$ cat src/rtl/instr_fetch_unit.sv
`default_nettype none
// +--------------------------------------------------------------------------+
// | Module  : instr_fetch_unit                                               |
// | Purpose : Reads the current PC, issues one word read at a time to a      |
// |           handshaked instruction memory and buffers {pc, instr} pairs    |
// |           in a small FIFO feeding IF/ID. pc_hold keeps the PC register   |
// |           frozen until the fetch for the current PC has been captured.   |
// | Options : FETCH_TIMEOUT_EN - adds a watchdog on outstanding reads that   |
// |           abandons a stuck request and raises sticky fetch_error.        |
// | Revision: 1.0 - initial release                                          |
// +--------------------------------------------------------------------------+
module instr_fetch_unit #(
  parameter int unsigned    N         = 32,
  parameter int unsigned    ADDR_W    = 10,
  parameter logic [N-1:0]   TEXT_BASE = 32'h0040_0000,
  parameter int unsigned    DEPTH     = 2,
  parameter int unsigned    TIMEOUT   = 16
) (
  input  logic              clk,
  input  logic              reset,
  input  logic [N-1:0]      pc_value,
  input  logic              flush,
  input  logic              id_stall,
  output logic              pc_hold,
  output logic              imem_req,
  output logic [ADDR_W-1:0] imem_addr,
  input  logic              imem_ack,
  input  logic [N-1:0]      imem_rdata,
  output logic              instr_valid,
  output logic [N-1:0]      instr,
  output logic [N-1:0]      instr_pc,
  output logic              fetch_error
);

  localparam int unsigned PTR_W = $clog2(DEPTH);
  localparam int unsigned CNT_W = PTR_W + 1;
  localparam logic [CNT_W-1:0] c_DEPTH = CNT_W'(DEPTH);

  typedef enum logic [1:0] {
    S_IDLE  = 2'd0,
    S_WAIT  = 2'd1,
    S_DRAIN = 2'd2
  } state_t;

  state_t              state_q, state_d;
  logic                req_q, req_d;
  logic [ADDR_W-1:0]   addr_q, addr_d;
  logic [N-1:0]        pcl_q, pcl_d;     // PC of the request in flight
  logic                w_push;
  logic                w_pop;

  logic [N-1:0]        mem_pc_q  [DEPTH];
  logic [N-1:0]        mem_ins_q [DEPTH];
  logic [PTR_W-1:0]    wr_q, wr_d;
  logic [PTR_W-1:0]    rd_q, rd_d;
  logic [CNT_W-1:0]    count_q, count_d;

`ifdef FETCH_TIMEOUT_EN
  localparam int unsigned TO_W = $clog2(TIMEOUT + 1);
  localparam logic [TO_W-1:0] c_TO_LAST = TO_W'(TIMEOUT - 1);
  logic [TO_W-1:0]     to_q, to_d;
  logic                err_q, err_d;
`endif

  // Next-state logic: issue when space is guaranteed, wait for ack, and
  // swallow the reply of a request that a flush made stale.
  always_comb begin
    state_d = state_q;
    req_d   = req_q;
    addr_d  = addr_q;
    pcl_d   = pcl_q;
    w_push  = 1'b0;
`ifdef FETCH_TIMEOUT_EN
    to_d    = to_q;
    err_d   = err_q;
`endif
    case (state_q)
      S_IDLE: begin
        if (!flush && (count_q < c_DEPTH)) begin
          pcl_d   = pc_value;
          // Low PC bits drop out of the word address; upper bits truncate.
          addr_d  = ADDR_W'(pc_value[N-1:2] - TEXT_BASE[N-1:2]);
          req_d   = 1'b1;
          state_d = S_WAIT;
`ifdef FETCH_TIMEOUT_EN
          to_d    = '0;
`endif
        end
      end
      S_WAIT: begin
        if (imem_ack) begin
          req_d   = 1'b0;
          state_d = S_IDLE;
          w_push  = !flush;
        end else if (flush) begin
          state_d = S_DRAIN;
`ifdef FETCH_TIMEOUT_EN
          to_d    = '0;
        end else if (to_q == c_TO_LAST) begin
          err_d   = 1'b1;
          req_d   = 1'b0;
          state_d = S_IDLE;
        end else begin
          to_d    = to_q + TO_W'(1);
`endif
        end
      end
      S_DRAIN: begin
        if (imem_ack) begin
          req_d   = 1'b0;
          state_d = S_IDLE;
`ifdef FETCH_TIMEOUT_EN
        end else if (to_q == c_TO_LAST) begin
          err_d   = 1'b1;
          req_d   = 1'b0;
          state_d = S_IDLE;
        end else begin
          to_d    = to_q + TO_W'(1);
`endif
        end
      end
      default: begin
        state_d = S_IDLE;
        req_d   = 1'b0;
      end
    endcase
  end

  // FSM and request registers; reset abandons any outstanding request.
  always_ff @(posedge clk) begin
    if (reset) begin
      state_q <= S_IDLE;
      req_q   <= 1'b0;
      addr_q  <= '0;
      pcl_q   <= '0;
`ifdef FETCH_TIMEOUT_EN
      to_q    <= '0;
      err_q   <= 1'b0;
`endif
    end else begin
      state_q <= state_d;
      req_q   <= req_d;
      addr_q  <= addr_d;
      pcl_q   <= pcl_d;
`ifdef FETCH_TIMEOUT_EN
      to_q    <= to_d;
      err_q   <= err_d;
`endif
    end
  end

  assign w_pop = (count_q != '0) && !id_stall;

  // FIFO pointer/count next state; flush empties the FIFO over any push/pop.
  always_comb begin
    wr_d    = wr_q;
    rd_d    = rd_q;
    count_d = count_q;
    if (flush) begin
      wr_d    = '0;
      rd_d    = '0;
      count_d = '0;
    end else begin
      if (w_push) wr_d = wr_q + PTR_W'(1);
      if (w_pop)  rd_d = rd_q + PTR_W'(1);
      if (w_push && !w_pop)      count_d = count_q + CNT_W'(1);
      else if (!w_push && w_pop) count_d = count_q - CNT_W'(1);
    end
  end

  // FIFO control registers.
  always_ff @(posedge clk) begin
    if (reset) begin
      wr_q    <= '0;
      rd_q    <= '0;
      count_q <= '0;
    end else begin
      wr_q    <= wr_d;
      rd_q    <= rd_d;
      count_q <= count_d;
    end
  end

  // FIFO storage; contents need no reset because outputs are gated by count.
  always_ff @(posedge clk) begin
    if (w_push && !reset) begin
      mem_pc_q[wr_q]  <= pcl_q;
      mem_ins_q[wr_q] <= imem_rdata;
    end
  end

  assign instr_valid = (count_q != '0);
  assign instr       = instr_valid ? mem_ins_q[rd_q] : '0;
  assign instr_pc    = instr_valid ? mem_pc_q[rd_q]  : '0;
  assign imem_req    = req_q;
  assign imem_addr   = addr_q;
  // PC may advance only when its fetch is captured or a redirect is loaded.
  assign pc_hold     = reset | ~(w_push | flush);

`ifdef FETCH_TIMEOUT_EN
  assign fetch_error = err_q;
`else
  assign fetch_error = 1'b0;
`endif

endmodule
`default_nettype wire

$ cat config.mk
export PLATFORM = sky130hd
export DESIGN_NAME = instr_fetch_unit
export DESIGN_NICKNAME = d
export VERILOG_FILES = /design/src/rtl/instr_fetch_unit.sv
export SDC_FILE = /design/constraint.sdc
export NUM_CORES = 1
export LEC_CHECK = 0
export ABC_AREA = 1
export BUFFER_PORTS_ARGS = -buffer_cell sky130_fd_sc_hd__buf_4
export CAP_MARGIN = 5
export CORE_UTILIZATION = 38
export CTS_BUF_LIST = sky130_fd_sc_hd__clkbuf_8
export CTS_CLUSTER_SIZE = 24
export DETAILED_ROUTE_END_ITERATION = 8
export HOLD_SLACK_MARGIN = 0.05
export PLACE_DENSITY = 0.66
export SYNTH_ARGS = -nofsm -noshare
export SYNTH_HDL_FRONTEND = slang
export SYNTH_SLANG_ARGS = --single-unit
$ cat constraint.sdc
create_clock -name clk -period 9.6 [get_ports clk]
set_input_delay 1.92 -clock clk [delete_from_list [all_inputs] [get_ports clk]]
set_output_delay 1.92 -clock clk [all_outputs]
set_load 0.01 [all_outputs]
==> results.toml, run 1 <==
[pwr]
ir_worst_vdd_uv = 98.70
p_leak_nw = 3.191
power_density_nw_per_um2 = 185.7
power_w = 0.001492

[floorplan]
rows = 47
initial_utilization_pct = 39.04
die_w_um = 132.5
die_h_um = 132.5
die_area_um2 = 17560
ios = 147
core_region_area_um2 = 16580

[synth]
synthXorXnorAreaFrac_pct = 0
syn_avg_cell_area_um2 = 11.46
synth_area_um2 = 6474
synth_nets = 638
synth_compound_area_share_pct = 8.195
synthMuxAreaShare_pct = 0
synth_fa_ha_area_share_pct = 0.7731
yosysWarnings = 0
synth.distinct_cells = 22
synthSimpleGateAreaFrac_pct = 13.59
seq_area_frac_synth_pct = 71.74
synth_top_family_by_area = "simple AND/OR/NAND/NOR gates"
synthCells = 565
synth_seq_cells = 168

[run_status]
status = "complete, no violations"

[sta]
drv_slew = 0
fin_ws_ns = 4.931
rsz0062_at_grt = "no"
hold_viol = 0
worstMarginPinSlew_ns = 0.8906
fin_crit_sh_pct = 48.63
final-setup-viol-count = 0
tns_ns = 0
fmax_ghz = 0.2142
max-slew-margin-rel_pct = 40.63
skew_ns = 0.007764
layout_min_cycle_time_ns = 4.669

[critical_path]
critPathMaxFanout = 37
end_kind = "primary output"
slowest_delay_ns = 0.31
critPathRequiredTime_ns = 7.68
cp-start-kind = "input port"
crit_slowest_cell = "buf_4"
crit_path_cell_trace = "buf_4 > inv_1 > buf_4 > o21ai_0 > buf_4"
critPathKind = "input port to primary output"
cp.arrival_ns = 2.75
path_buf_inv = 4
crit_family = "buffers and inverters"
critPathMostFrequentCell = "buf_4"

[clock_network]
clkTransAtPathRegs_ns = 0.09
clock_latency_ns = 0.44
cts_hold_buf = 0
cts_setup_buffers = 0
cts.repair.resized = 0
root_buffer = "clkbuf_8"
htreeDepth = 4
clockBufferDepth = 2
cts_made_buffers = 17
cts.sinks = 168
cts_tree = "yes"

[drt]
wire_per_inst_um = 14.87
dr.pass1.iters = 5
route.detailed.drc = 0
antenna_left = 0
drt_iter0_drc = 240
wl_um = 13800
vias = 4370
vias_per_cell = 4.709

[finish]
diodes = 0
mostFrequentLayoutCells = "buf_4, nand2_1, edfxtp_1, a21oi_1, nor2_1"
final-seq-area_um2 = 4646
multi_input_area_um2 = 1486
drive_gt1_share_pct = 26.84
final_common_cell = "buf_4"
fill_cells = 1505
nets = 768
syn2layout_area_growth_pct = 24.08

[placement]
globalplace.congestion = 0.7698
dp_slack_ns = 4.930
numPortBuffers = 145
detailed_place_hpwl_um = 8372

[global_routing]
grt_pass1_vias = 4387
grt-ovfl-total = 0
grt_pass1_wl_um = 21980
antenna_found_initial = 0
grt_max_degree = 66
grt_use_total_pct = 16.37

[hold_path]
hold_class = "flip-flop to flip-flop"

[job]
max_cap_viol_count = 0
[Yosys cell counts, drive strengths merged]
master  instances  area (um^2)
nand3           3        15.01
buf            25        178.9
nor2           73        281.5
dfxtp          40        800.8
edfxtp        128         3844
o21ai          36        180.2
nand3b          1        7.510
a21oi          70        350.3
inv            18        70.07
clkbuf         15        116.4
ha              4        50.05
nand2         150        570.6
nor3            1        5.000
conb            1        3.750
[kinds of logic (layout without fill, tap and decap cells)]
group,count (synthesis),in the layout
AND/OR/NAND/NOR,228,228
flip-flops,168,168
AO/OA/AOI/OAI,106,106
buffers and inverters,58,201
adder cells (fa/ha/maj),4,4
other,1,1
[power breakdown]
part | switching [W] | total (W) | internal [W]
combinational | 0.0000774 | 0.000136 | 0.0000581
clock | 0.000261 | 0.000525 | 0.000263
sequential | 0.0000182 | 0.000831 | 0.000813
total | 0.000357 | 0.00149 | 0.00113
[flip-flops by register name (all words and copies together) (netlist names), named ones only]
name       cells
imem_req       1
count_q        2
state_q        2
rd_q           1
wr_q           1
imem_addr      9
pcl_q         23
mem_ins_q     64
mem_pc_q      64
[per-stage QoR]
stage,hold WS (ns),area (um^2),cells,utilization [%]
floorplan,0.4263,6474,565,-
global placement,0.4329,7611,896,45.90
detailed placement,0.4353,7611,896,45.90
CTS,0.4587,8033,928,48.44
global route,0.4718,8033,928,48.44
finish,0.4576,8033,928,48.44
[final timing paths]
kind / startpoint / to / slack, ns / depth (start not counted)
worst max-delay path: reset / pc_hold / 4.93 / 5
worst min-delay path: pcl_q[25] / mem_pc_q[1][25] / 0.46 / 0
worst max register to register: state_q[1] / mem_ins_q[0][12] / 7.23 / 7
worst min register to register: pcl_q[25] / mem_pc_q[1][25] / 0.46 / 0
[per-layer routing]
| layer | global-route usage [%] | routed length [um] | share of wire [%] |
|---|---|---|---|
| met4 | 6.258 | 219 | 1.6 |
| met1 | 19.32 | 5748 | 42 |
| met2 | 28.51 | 6972 | 51 |
| met3 | 4.291 | 859 | 6.2 |
| met5 | 0 | 0 | 0 |
[final cells by class]
type | instances | area share, %
clock buffer | 17 | 2.913
sequential | 168 | 57.83
timing repair buffer | 151 | 14.11
inverter | 18 | 0.8723
tap | 220 | 3.427
clock inverter | 15 | 2.336
multi-input combinational | 339 | 18.50
Power figures use the tool's default switching activity.
==> run 2, diff against run 1 <==
--- a/config.mk
+++ b/config.mk
@@ -13,7 +13,7 @@
 export CTS_CLUSTER_SIZE = 24
 export DETAILED_ROUTE_END_ITERATION = 8
 export HOLD_SLACK_MARGIN = 0.05
-export PLACE_DENSITY = 0.66
+export PLACE_DENSITY = 0.68
 export SYNTH_ARGS = -nofsm -noshare
 export SYNTH_HDL_FRONTEND = slang
 export SYNTH_SLANG_ARGS = --single-unit
==> constraint.sdc (replaced) <==
create_clock -name clk -period 4.1 [get_ports clk]
set_input_delay 0.82 -clock clk [delete_from_list [all_inputs] [get_ports clk]]
set_output_delay 0.82 -clock clk [all_outputs]
set_load 0.01 [all_outputs]
==> results.toml, run 2 (synthesis results as in run 1) <==
[global_routing]
grt_pass1_wl_um = 21600
grt_use_total_pct = 16.23
grt_max_degree = 65
antenna_found_initial = 0
grt-ovfl-total = 0
grt_pass1_vias = 4285

[critical_path]
cp.arrival_ns = 2.14
cp-start-kind = "flip-flop"
critPathKind = "flip-flop to primary output"
end_kind = "primary output"
critPathRequiredTime_ns = 3.28
critPathMaxFanout = 64

[clock_network]
cts.repair.resized = 0
cts.sinks = 168
htreeDepth = 4
clkTransAtPathRegs_ns = 0.08
clock_latency_ns = 0.44
cts_tree = "yes"
cts_made_buffers = 17
cts_setup_buffers = 0
clockBufferDepth = 2
root_buffer = "clkbuf_8"
cts_hold_buf = 0

[sta]
final-setup-viol-count = 0
fmax_ghz = 0.3380
fin_crit_sh_pct = 72.16
rsz0062_at_grt = "no"
max-slew-margin-rel_pct = 23.17
hold_viol = 0
drv_slew = 0
worstMarginPinSlew_ns = 1.151
skew_ns = 0.006257
layout_min_cycle_time_ns = 2.958

[pwr]
p_seq_share_pct = 55.1
ir_worst_vdd_uv = 214.2
switchingPower_w = 0.0008253
power_density_nw_per_um2 = 437.9
p_leak_nw = 3.194
p_sw_share_pct = 23.35
power_w = 0.003534
internal_power_w = 0.002709
p_comb_share_pct = 8.9
pwr-share-clk_pct = 35.9

[placement]
globalplace.congestion = 0.7679
detailed_place_hpwl_um = 8497
numPortBuffers = 145
placed_area_um2 = 7636

[floorplan]
die_w_um = 132.5
initial_utilization_pct = 39.04
die_h_um = 132.5
core_region_area_um2 = 16580
rows = 47
ios = 147
die_area_um2 = 17560

[drt]
dr.pass1.iters = 4
antenna_left = 0
vias_per_cell = 4.653
wl_um = 13640
vias = 4318
route.detailed.drc = 0
drt_iter0_drc = 213
wire_per_inst_um = 14.70

[finish]
diodes = 0
drive_gt1_share_pct = 26.69
syn2layout_area_growth_pct = 24.68
nets = 768
fill_cells = 1528
fin_area_um2 = 8071
top_regs = "mem_ins_q: 64 flops, mem_pc_q: 64 flops, pcl_q: 23 flops"
mostFrequentLayoutCells = "nand2_1, buf_4, edfxtp_1, a21oi_1, nor2_1"

[job]
max_cap_viol_count = 0

[hold_path]
hold_class = "flip-flop to flip-flop"

[run_status]
status = "complete, no violations"
==> run 2: worst paths after layout <==
check | start | depth (start not counted) | slack [ns] | to
max reg2reg | state_q[1] | 7 | 1.76 | mem_ins_q[0][6]
min | pcl_q[18] | 0 | 0.47 | mem_pc_q[1][18]
max | flip-flop | 4 | 1.14 | instr_pc[10]
min reg2reg | pcl_q[18] | 0 | 0.47 | mem_pc_q[1][18]
==> run 2: final cells by class <==
class	instances	area, um^2	area share (%)
Tap cell	220	275.3	3.410
Inverter	18	70.07	0.8681
Clock buffer	17	234.0	2.899
Sequential cell	168	4646	57.56
Multi-Input combinational cell	339	1486	18.42
Timing Repair Buffer	151	1159	14.35
Clock inverter	15	201.4	2.496
==> run 2: routing by layer <==
metal  vias to the layer above  global-route usage [%]  wire length (um)
met2                       122                   27.95              6883
met3                        18                   4.406               690
met4                         0                   6.258               183
li1                       2159                       -                 -
met5                         -                       0                 0
met1                      2019                   19.31              5885
==> run 2: per-stage QoR <==
step / utilization [%] / TNS, ns / hold WS, ns / instances / setup slack (ns)
2_1_floorplan: - / -48.98 / 0.4263 / 565 / -0.3827
3_3_place_gp: 46.05 / 0 / 0.4322 / 896 / 1.412
3_5_place_dp: 46.05 / 0 / 0.4432 / 896 / 1.368
4_1_cts: 48.67 / 0 / 0.4648 / 928 / 1.059
5_1_grt: 48.67 / 0 / 0.4843 / 928 / 0.9092
6_report: 48.67 / 0 / 0.4654 / 928 / 1.142
==> run 2: worst max-delay path, stage by stage, from the launching register on <==
cell	delay (ns)
dfxtp_2	0.33
inv_2	0.82
nand2_1	0.11
a21oi_1	0.27
buf_4	0.17
==> run 2: power by group through the flow <==
stage	Combinational, W	Clock (W)	Sequential (W)
4_1_cts	0.000320	0.00131	0.00195
2_1_floorplan	0.000205	0	0.00197
3_3_place_gp	0.000308	0	0.00198
5_1_grt	0.000352	0.00138	0.00196
3_5_place_dp	0.000319	0	0.00199
6_report	0.000316	0.00127	0.00195
==> run 3, diff against run 2 <==
==> constraint.sdc (replaced) <==
create_clock -name clk -period 2.7 [get_ports clk]
set_input_delay 0.54 -clock clk [delete_from_list [all_inputs] [get_ports clk]]
set_output_delay 0.54 -clock clk [all_outputs]
set_load 0.01 [all_outputs]
==> results.toml, run 3 (synthesis results as in run 1) <==
[critical_path]
critPathRequiredTime_ns = 2.16
critPathKind = "flip-flop to primary output"
crit_path_cell_trace = "inv_2 > buf_4 > nand2_1 > a21oi_1 > buf_4"
crit_slowest_cell = "inv_2"
cp-start-kind = "flip-flop"
slowest_delay_ns = 0.44
critPathMostFrequentCell = "buf_4"
critPathMaxFanout = 29
cp.arrival_ns = 1.95
end_kind = "primary output"

[sta]
worstMarginPinSlew_ns = 0.6998
fmax_ghz = 0.4019
skew_ns = 0.01336
layout_min_cycle_time_ns = 2.488
fin_crit_sh_pct = 92.16
max-slew-margin-rel_pct = 53.35
rsz0062_at_grt = "no"
tns_ns = 0
hold_viol = 0
fin_ws_ns = 0.2117
final-setup-viol-count = 0
drv_slew = 0

[global_routing]
grt_pass1_vias = 4396
grt_max_degree = 65
antenna_found_initial = 0
grt_use_total_pct = 16.68
grt_pass1_wl_um = 22180
grt-ovfl-total = 0

[placement]
globalplace.congestion = 0.7599
dp.cells = 900
detailed_place_hpwl_um = 8901
numPortBuffers = 145
dp_slack_ns = 0.4749

[drt]
route.detailed.drc = 0
antenna_left = 0
drt_iter0_drc = 199
vias = 4430
wire_per_inst_um = 15.04
wl_um = 14020
vias_per_cell = 4.753
dr.pass1.iters = 4

[finish]
fill_cells = 1502
nets = 772
top_regs = "mem_ins_q: 64 flops, mem_pc_q: 64 flops, pcl_q: 23 flops"
diodes = 0
drive_gt1_share_pct = 27.25
final_common_cell = "buf_4"
final_cells = 932
syn2layout_area_growth_pct = 25.51
mostFrequentLayoutCells = "buf_4, nand2_1, edfxtp_1, a21oi_1, nor2_1"
finish.utilization_pct = 49.00

[clock_network]
clockBufferDepth = 2
cts_hold_buf = 0
htreeDepth = 4
clock_latency_ns = 0.44
cts_tree = "yes"
clkTransAtPathRegs_ns = 0.09
cts_setup_buffers = 0
cts_made_buffers = 17
root_buffer = "clkbuf_8"
cts.sinks = 168
cts.repair.resized = 0

[pwr]
p_seq_share_pct = 54.2
internal_power_w = 0.004247
ir_worst_vdd_uv = 289.7
power_density_nw_per_um2 = 671.4
power_w = 0.005455
p_leak_nw = 3.242
pwr-share-clk_pct = 36.9
switchingPower_w = 0.001208
p_sw_share_pct = 22.15
p_comb_share_pct = 8.9

[job]
max_cap_viol_count = 0

[floorplan]
die_h_um = 132.5
rows = 47
die_w_um = 132.5
core_region_area_um2 = 16580
ios = 147
initial_utilization_pct = 39.04
die_area_um2 = 17560

[run_status]
status = "complete, no violations"

[hold_path]
hold_class = "input port to flip-flop"
## run 3: area by class of cell
cell class / count / area, um^2 / share of cell area (%)
Sequential cell: 168 / 4646 / 57.18
Multi-Input combinational cell: 339 / 1486 / 18.29
Timing Repair Buffer: 155 / 1189 / 14.63
Tap cell: 220 / 275.3 / 3.388
Clock buffer: 19 / 261.5 / 3.218
Clock inverter: 13 / 197.7 / 2.433
Inverter: 18 / 70.07 / 0.8623
## run 3: per-layer routing
layer  track usage, %  part of all wire [%]
met1            19.29                    43
met2            29.44                    50
met3            4.559                   5.2
met4            6.194                   1.2
met5                0                     0
## run 3: power groups by stage
| stage | Sequential [W] | Clock (W) | Combinational, W |
|---|---|---|---|
| detailed placement | 0.00302 | 0 | 0.000488 |
| CTS | 0.00296 | 0.00207 | 0.000490 |
| finish | 0.00296 | 0.00201 | 0.000484 |
| global placement | 0.00301 | 0 | 0.000471 |
| floorplan | 0.00300 | 0 | 0.000312 |
| global route | 0.00297 | 0.00218 | 0.000539 |
## run 3: worst max-delay path: cells and delay by family (launching register included)
family / cells / cell delay, ns
buffers and inverters: 3 / 0.92
DFF: 1 / 0.33
AOI/OAI and AO/OA: 1 / 0.18
and+or+nand+nor: 1 / 0.07
## run 3: path summary, 6_finish.rpt
kind / endpoint / cells after the start / from / slack (ns)
min: state_q[0] / 2 / reset / 0.26
min reg2reg: mem_pc_q[1][0] / 0 / pcl_q[0] / 0.46
max reg2reg: mem_ins_q[1][18] / 7 / state_q[1] / 0.57
max: instr_pc[16] / 5 / flip-flop / 0.21
## run 3: per-stage QoR
stage          hold WS [ns]  cell area, um^2
3_5_place_dp         0.4440             7666
4_1_cts              0.2182             8125
6_report             0.2639             8125
3_3_place_gp         0.4319             7666
5_1_grt              0.2141             8125
2_1_floorplan        0.4263             6479
